===== src/rtl/cmd_bus_tx.sv =====
// cmd_bus_tx - transmit end of the 3-bit strobed command bus (strobe + C2..C0).
//
// Accepts one opcode per valid/ready handshake and expands it into its symbol
// sequence. Each symbol is driven with a setup/high/hold envelope long enough to
// pass the far-end input filters; the far end samples bus_c on the falling edge
// of bus_clk. A command ends with an idle gap, after which done pulses.
//
// Ports
//   clk        in   system clock
//   rstn       in   asynchronous active-low reset
//   cmd_valid  in   opcode request
//   cmd_op     in   opcode (0..8 legal, 9..15 illegal)
//   cmd_ready  out  high only while idle
//   busy       out  high while a legal command is in flight
//   done       out  1-cycle pulse on the first idle cycle after a command's gap
//   cmd_err    out  1-cycle pulse in the cycle after an illegal opcode is accepted
//   bus_clk    out  strobe to far-end CLK
//   bus_c      out  symbol to far-end C2..C0
//
// All outputs come straight from flops; their next values are decoded from the
// next state, so nothing combinational reaches the pins.
module cmd_bus_tx #(
  parameter int T_SETUP = 32,
  parameter int T_HIGH  = 64,
  parameter int T_HOLD  = 64,
  parameter int T_GAP   = 128,
  parameter int CW      = 16
) (
  input  logic       clk,
  input  logic       rstn,
  input  logic       cmd_valid,
  input  logic [3:0] cmd_op,
  output logic       cmd_ready,
  output logic       busy,
  output logic       done,
  output logic       cmd_err,
  output logic       bus_clk,
  output logic [2:0] bus_c
);

  typedef enum logic [2:0] {
    S_IDLE,
    S_SETUP,
    S_HIGH,
    S_HOLD,
    S_GAP
  } state_e;

  localparam logic [CW-1:0] LD_SETUP = CW'(T_SETUP - 1);
  localparam logic [CW-1:0] LD_HIGH  = CW'(T_HIGH - 1);
  localparam logic [CW-1:0] LD_HOLD  = CW'(T_HOLD - 1);
  localparam logic [CW-1:0] LD_GAP   = CW'(T_GAP - 1);

  // Number of symbols in an opcode's sequence (only called for legal opcodes).
  function automatic logic [2:0] sym_len(input logic [3:0] op);
    case (op)
      4'd0, 4'd5: sym_len = 3'd2;
      4'd7, 4'd8: sym_len = 3'd5;
      default:    sym_len = 3'd1;
    endcase
  endfunction

  // Symbol idx of an opcode's sequence.
  function automatic logic [2:0] sym_at(input logic [3:0] op, input logic [2:0] idx);
    sym_at = 3'd0;
    case (op)
      4'd1, 4'd2, 4'd3, 4'd4, 4'd5, 4'd6: begin
        // single leading symbol equal to the opcode; START's trailing symbol is 0
        if (idx == 3'd0) sym_at = op[2:0];
      end
      4'd7, 4'd8: begin
        // discharge: 7,0,7,0 then a variant-specific tail symbol
        case (idx)
          3'd0, 3'd2: sym_at = 3'd7;
          3'd4:       sym_at = (op == 4'd7) ? 3'd1 : 3'd3;
          default:    sym_at = 3'd0;
        endcase
      end
      default: sym_at = 3'd0;
    endcase
  endfunction

  state_e        state_q, state_d;
  logic [CW-1:0] cnt_q, cnt_d;
  logic [2:0]    idx_q, idx_d;
  logic [3:0]    op_q, op_d;
  logic          ready_q, ready_d;
  logic          busy_q, busy_d;
  logic          done_q, done_d;
  logic          err_q, err_d;
  logic          bclk_q, bclk_d;
  logic [2:0]    bc_q, bc_d;
  logic          cnt_zero;
  logic          last_sym;
  logic          in_sym;

  assign cnt_zero = (cnt_q == '0);
  assign last_sym = (idx_q == (sym_len(op_q) - 3'd1));

  always_comb begin
    state_d = state_q;
    cnt_d   = cnt_zero ? cnt_q : cnt_q - 1'b1;
    idx_d   = idx_q;
    op_d    = op_q;
    done_d  = 1'b0;
    err_d   = 1'b0;

    case (state_q)
      S_IDLE: begin
        // cmd_ready is always high here, so cmd_valid alone means accept
        if (cmd_valid) begin
          if (cmd_op <= 4'd8) begin
            state_d = S_SETUP;
            cnt_d   = LD_SETUP;
            idx_d   = 3'd0;
            op_d    = cmd_op;
          end else begin
            err_d = 1'b1;
          end
        end
      end
      S_SETUP: if (cnt_zero) begin
        state_d = S_HIGH;
        cnt_d   = LD_HIGH;
      end
      S_HIGH: if (cnt_zero) begin
        state_d = S_HOLD;
        cnt_d   = LD_HOLD;
      end
      S_HOLD: if (cnt_zero) begin
        if (last_sym) begin
          state_d = S_GAP;
          cnt_d   = LD_GAP;
        end else begin
          // index only advances when another symbol exists, so it cannot overrun
          state_d = S_SETUP;
          cnt_d   = LD_SETUP;
          idx_d   = idx_q + 3'd1;
        end
      end
      S_GAP: if (cnt_zero) begin
        state_d = S_IDLE;
        done_d  = 1'b1;
      end
      default: state_d = S_IDLE;
    endcase

    // Outputs are decoded from the next state so the registered pins line up
    // with the state they describe. bus_c is only loaded on SETUP entry and
    // stays constant through HIGH and HOLD.
    in_sym  = (state_d == S_SETUP) || (state_d == S_HIGH) || (state_d == S_HOLD);
    bc_d    = in_sym ? sym_at(op_d, idx_d) : 3'd0;
    bclk_d  = (state_d == S_HIGH);
    busy_d  = (state_d != S_IDLE);
    ready_d = (state_d == S_IDLE);
  end

  always_ff @(posedge clk or negedge rstn) begin
    if (!rstn) begin
      state_q <= S_IDLE;
      cnt_q   <= '0;
      idx_q   <= 3'd0;
      op_q    <= 4'd0;
      ready_q <= 1'b1;
      busy_q  <= 1'b0;
      done_q  <= 1'b0;
      err_q   <= 1'b0;
      bclk_q  <= 1'b0;
      bc_q    <= 3'd0;
    end else begin
      state_q <= state_d;
      cnt_q   <= cnt_d;
      idx_q   <= idx_d;
      op_q    <= op_d;
      ready_q <= ready_d;
      busy_q  <= busy_d;
      done_q  <= done_d;
      err_q   <= err_d;
      bclk_q  <= bclk_d;
      bc_q    <= bc_d;
    end
  end

  assign cmd_ready = ready_q;
  assign busy      = busy_q;
  assign done      = done_q;
  assign cmd_err   = err_q;
  assign bus_clk   = bclk_q;
  assign bus_c     = bc_q;

endmodule


===== config.mk =====
export PLATFORM = sky130hd
export DESIGN_NAME = cmd_bus_tx
export DESIGN_NICKNAME = d
export VERILOG_FILES = /design/src/rtl/cmd_bus_tx.sv
export SDC_FILE = /design/constraint.sdc
export NUM_CORES = 1
export LEC_CHECK = 0
export CORE_ASPECT_RATIO = 2
export CORE_MARGIN = 5
export CORE_UTILIZATION = 60
export DETAILED_ROUTE_END_ITERATION = 16
export GPL_TIMING_DRIVEN = 1
export PLACE_DENSITY_LB_ADDON = 0.3
export SYNTH_ARGS = -nofsm -noshare
export SYNTH_HDL_FRONTEND = slang
export SYNTH_SLANG_ARGS = --single-unit

===== constraint.sdc =====
create_clock -name clk -period 4.2 [get_ports clk]
set_input_delay 1.26 -clock clk [delete_from_list [all_inputs] [get_ports clk]]
set_output_delay 1.26 -clock clk [all_outputs]
set_load 0.01 [all_outputs]

=== Word-level counts from Yosys, hierarchy flattened ===
Cells that the tools add are included.

* Register bits after elaboration: 34
* Input bits: 7
* Logic and storage cells: 83

* Add/subtract/negate cells: 3
* Magnitude comparators: 1
* Eq/ne operators: 21
* Mux-type cells: 34
* Reductions and logical operators: 14

{| class="wikitable"
|+ Operator list
! cell !! number
|-
| $mux 16 || 5
|-
| $pmux 16 s3 || 1
|-
| $mux 3 || 13
|-
| $eq 4x3->1 const B || 6
|-
| $pmux 3 s2 || 4
|-
| $logic_not 16->1 || 1
|-
| $sub 16x1->16 const B || 1
|-
| $eq 3x2->1 const B || 5
|-
| $pmux 3 s5 || 1
|-
| $mux 4 || 3
|-
| $reduce_or 2->1 || 5
|-
| $logic_not 3->1 || 3
|-
| $eq 4x2->1 const B || 2
|-
| $eq 4x4->1 const B || 2
|-
| $mux 7 || 1
|-
| $eq 3x1->1 const B || 2
|-
| $eq 3x3->1 const B || 2
|-
| $reduce_or 6->1 || 1
|-
| $mux 1 || 5
|-
| $eq 4x1->1 const B || 1
|-
| $le 4x4->1 const B || 1
|-
| $logic_not 4->1 || 1
|-
| $add 3x1->3 const B || 1
|-
| $eq 3x3->1 || 1
|-
| 4 further kinds || 5
|}

=== Depth between registers and ports, before layout ===
* Word-level depth: 13
* Gate-level depth with buffers: 11
* Depth with buffers taken out: 10

=== Least setup slack after synthesis ===
Ideal clock, no wire load.

* Path kind: input to register
* From: in cmd_valid
* To: reg bc_q[1] (netlist: bus_c[1])
* Setup time: 0.136 ns
* Data arrival time: 2.763 ns
* Required time: 4.064 ns
* Setup slack: 1.301 ns
* Cell stages on the path: 8
* Cell sequence: or4b_1 nand2b_1 clkbuf_1 a32o_1 nand2_1 nand2_1 o2111ai_1 o32ai_1

* Word-level cells in the longest chain between the ends: 7
* Elaborated cells between the ends (all ways): 30
* Classes of those cells: 13 x eq/ne; 11 x mux; 6 x reduce/logical

{| class="wikitable"
|+ RTL lines
! what !! RTL line !! source
|-
| from (decl) || 31 || <nowiki>input logic cmd_valid,</nowiki>
|-
| $mux 3 or $mux 4 (tied branches) || 111 || <nowiki>if (cmd_valid) begin</nowiki>
|-
| $pmux 3 s2 or $mux 4 (tied branches) || 108 || <nowiki>case (state_q)</nowiki>
|-
| $eq 3x2->1, or another cell as far along || 73 || <nowiki>case (idx)</nowiki>
|-
| $reduce_or 2->1 or $mux 2 (tied branches) || 73, 75 ||
|-
| $pmux 3 s2 || 73 ||
|-
| $pmux 3 s2 || 66 || <nowiki>case (op)</nowiki>
|-
| $mux 3 * || 152 || <nowiki>bc_d = in_sym ? sym_at(op_d, idx_d) : 3'd0;</nowiki>
|-
| named net bc_d[1] || 92 || <nowiki>logic [2:0] bc_q, bc_d;</nowiki>
|-
| to (signal assigned) || 169 || <nowiki>bc_q <= 3'd0;</nowiki>
|-
| to (signal assigned) || 180 || <nowiki>bc_q <= bc_d;</nowiki>
|-
| to (decl) || 92 ||
|}

Mark *: on every way through the listed nets, which the timed path passes. The rest lies on a longest branch.

=== Worst setup path in the final report ===
Same ends and word-level chain as after synthesis.

==> reports/results.ini <==
[worst_setup_path]
crit_slowest_cell=or4b_1
cp_cell_sequence=clkdlybuf4s50_1 > or4b_1 > nand2b_1 > o211ai_1 > o41ai_1 > a211oi_2 > nand4b_1 > o32ai_1
max_stage_delay_ps=520
arrival_ps=3740
cp-end-kind=flip-flop
ff2ff_setup_slack_ps=1290
start_kind=input port
cp.required_ps=4380
crit_type=in -> reg
worstPathMaxFanout=15

[timing]
maxSlewHeadroom_pct=45.5
slew_violations=0
rsz0062_at_grt=no
setup_violations=0
hold_viol=0
tightest_slew_ps=806
fin_skew_ps=7.71
finalCritPeriodShare_pct=84.7
final.setup.tns_ps=0
max_freq_mhz=281
min_period_ps=3560

[pwr]
p_leak_uw=0.000964
powerDensity_nw_per_um2=296
ir_drop_uv=301

[floorplanning]
io_pins=15
die_h_microns=86.9
core-area_sq_um=2910
start_util_pct=61.0
dieArea_sq_um=4210
num_rows=28
dieWidth_microns=48.5

[finish]
n_antenna_cell=0
area_growth_pct=14.5
fillers=231
multi_input_area_sq_um=850
final_area_sq_um=2030
layout.nets=212
drive_above_1_share_pct=6.93
seqCellArea_sq_um=852

[logic_synthesis]
synth_fp_nets=194
yosysSeqAreaShare_pct=48.0
ys_seq_elements=34
syn_area_sq_um=1770
postSynthAreaPerCell_sq_um=9.70
synthCells=183
ys.flop_type=dfrtp_1
yosysUniqueCellTypes=48
synth_edf_count=0
netlist.area_leader.share_pct=46.5
yosysWarnings=0
synth_area_leaders=dfrtp_1 47%, nor2_1 4.4%, xnor2_1 4.4%, nand2_1 3.4%, ha_1 2.8%
synthArstFlopShare_pct=100
yosys.area.top_type=dfrtp_1

[route]
drc_errors=0
wirelength_microns=4140
num_vias=1496
drt_first_pass_iters=5
postRouteAntennaNets=0
detail_route.iter0.violations=48
routed_via_density=6.45
wl_per_cell_microns=17.9

[job]
cap_violations=0

[clock_network]
cts.sinks=34
cts_buffers=5
tritoncts=yes
clockBufferDepth=2
h-tree-depth=2
clock_latency_ps=280
root_buffer=clkbuf_8
clk_pin_slew_ps=70
cts_setup_buffers=0
post_cts_resized=0
hold_buffers=0

[placement]
port_buffers=14
dp_hpwl_microns=3170
placed_cell_area_sq_um=1940
gp_congestion=0.957

[global_route]
grt_max_degree=35
grt_overflow=0
grt.total_usage_pct=20.8
antenna_found_initial=0
grt_pass1_vias=1560
grt_pass1_wl_microns=6840

[run_status]
status=finished, final reports clean

[min_path]
hp-class=reg -> reg

synthesized netlist by cell type, drive strengths merged, types with 3 or more instances:
cell type / n
nand2: 16
dfrtp: 33
nor3: 5
o21ai: 11
ha: 4
xnor2: 9
nand3: 5
o31ai: 3
or3: 7
inv: 14
a21oi: 8
nor2: 22
nor4: 6
registers in the layout, summed over array words and instances (netlist names):
name	count
op_q	4
bus_clk	1
bus_c	3
cnt_q	16
done	1
cmd_err	1
state_q	3
busy	1
cmd_ready	1
idx_q	3
worst max-delay path: cells and delay by family:
kind / cells / cell delay, ps
buffers and inverters: 1 / 450
AO/OA/AOI/OAI: 4 / 900
AND/OR/NAND/NOR: 3 / 1130
cell families after synthesis:
logic type               synth area share [%]
multiplexers                             1.76
AO/OA/AOI/OAI                            15.4
adder cells (fa/ha/maj)                  2.82
AND/OR/NAND/NOR                          22.4
flip-flops                               48.0
buffers and inverters                    4.09
XOR/XNOR                                 5.43
metrics by stage:
stage	utilization (%)	total power (uW)	cells	hold WS, ps	setup WS, ps
final	69.8	600	232	535	645
after global routing	69.8	624	232	570	452
after CTS	69.8	606	232	547	683
after global placement	66.7	361	224	501	542
after detailed placement	66.7	362	224	530	404
after floorplan	-	345	183	482	1300
report_power, final:
| group | internal [uW] | switching (uW) | leakage (uW) |
|---|---|---|---|
| combinational | 10.3 | 14.5 | 0.000482 |
| clock | 132 | 111 | 0.0000482 |
| sequential | 329 | 2.62 | 0.000434 |
| total | 472 | 128 | 0.000964 |
cell usage in the layout (no fill, tap or decap), types with 3 or more instances in the layout:
cell and n:
nand2_1 16, ha_1 4, o21ai_0 8, a21oi_1 8, dfrtp_1 33, o31ai_1 3
clkdlybuf4s50_1 14, nand3_1 4, o21ai_1 3, nor3_1 5, or3_1 7, inv_1 13
xnor2_1 9, nor2_1 21, nor4_1 6, clkbuf_8 6
cell type report:
| class | instances | share of cell area, % |
|---|---|---|
| tap | 30 | 1.85 |
| multi-input combinational | 131 | 41.8 |
| timing repair buffer | 15 | 7.27 |
| inverter | 14 | 2.59 |
| sequential | 34 | 42.0 |
| clock buffer | 7 | 4.25 |
| clock inverter | 1 | 0.246 |
path summary, 6_finish.rpt:
kind                            from         to  cells after the start
max in group asynchronous       rstn  cmd_ready                      2
min                         cnt_q[4]   cnt_q[4]                      2
min in group asynchronous       rstn   cnt_q[8]                      2
max reg2reg                  op_q[3]   bus_c[1]                      7
max                        cmd_valid   bus_c[1]                      8
min reg2reg                 cnt_q[4]   cnt_q[4]                      2
per-layer routing:
layer	wire, microns	part of all wire [%]	vias up	global-route usage [%]
li1	-	-	693	-
met1	1350	33	737	17.5
met2	2440	59	45	41.4
met3	133	3.2	21	3.60
met4	223	5.4	0	14.2
met5	0	0	-	0
Power figures use the tool's default switching activity.
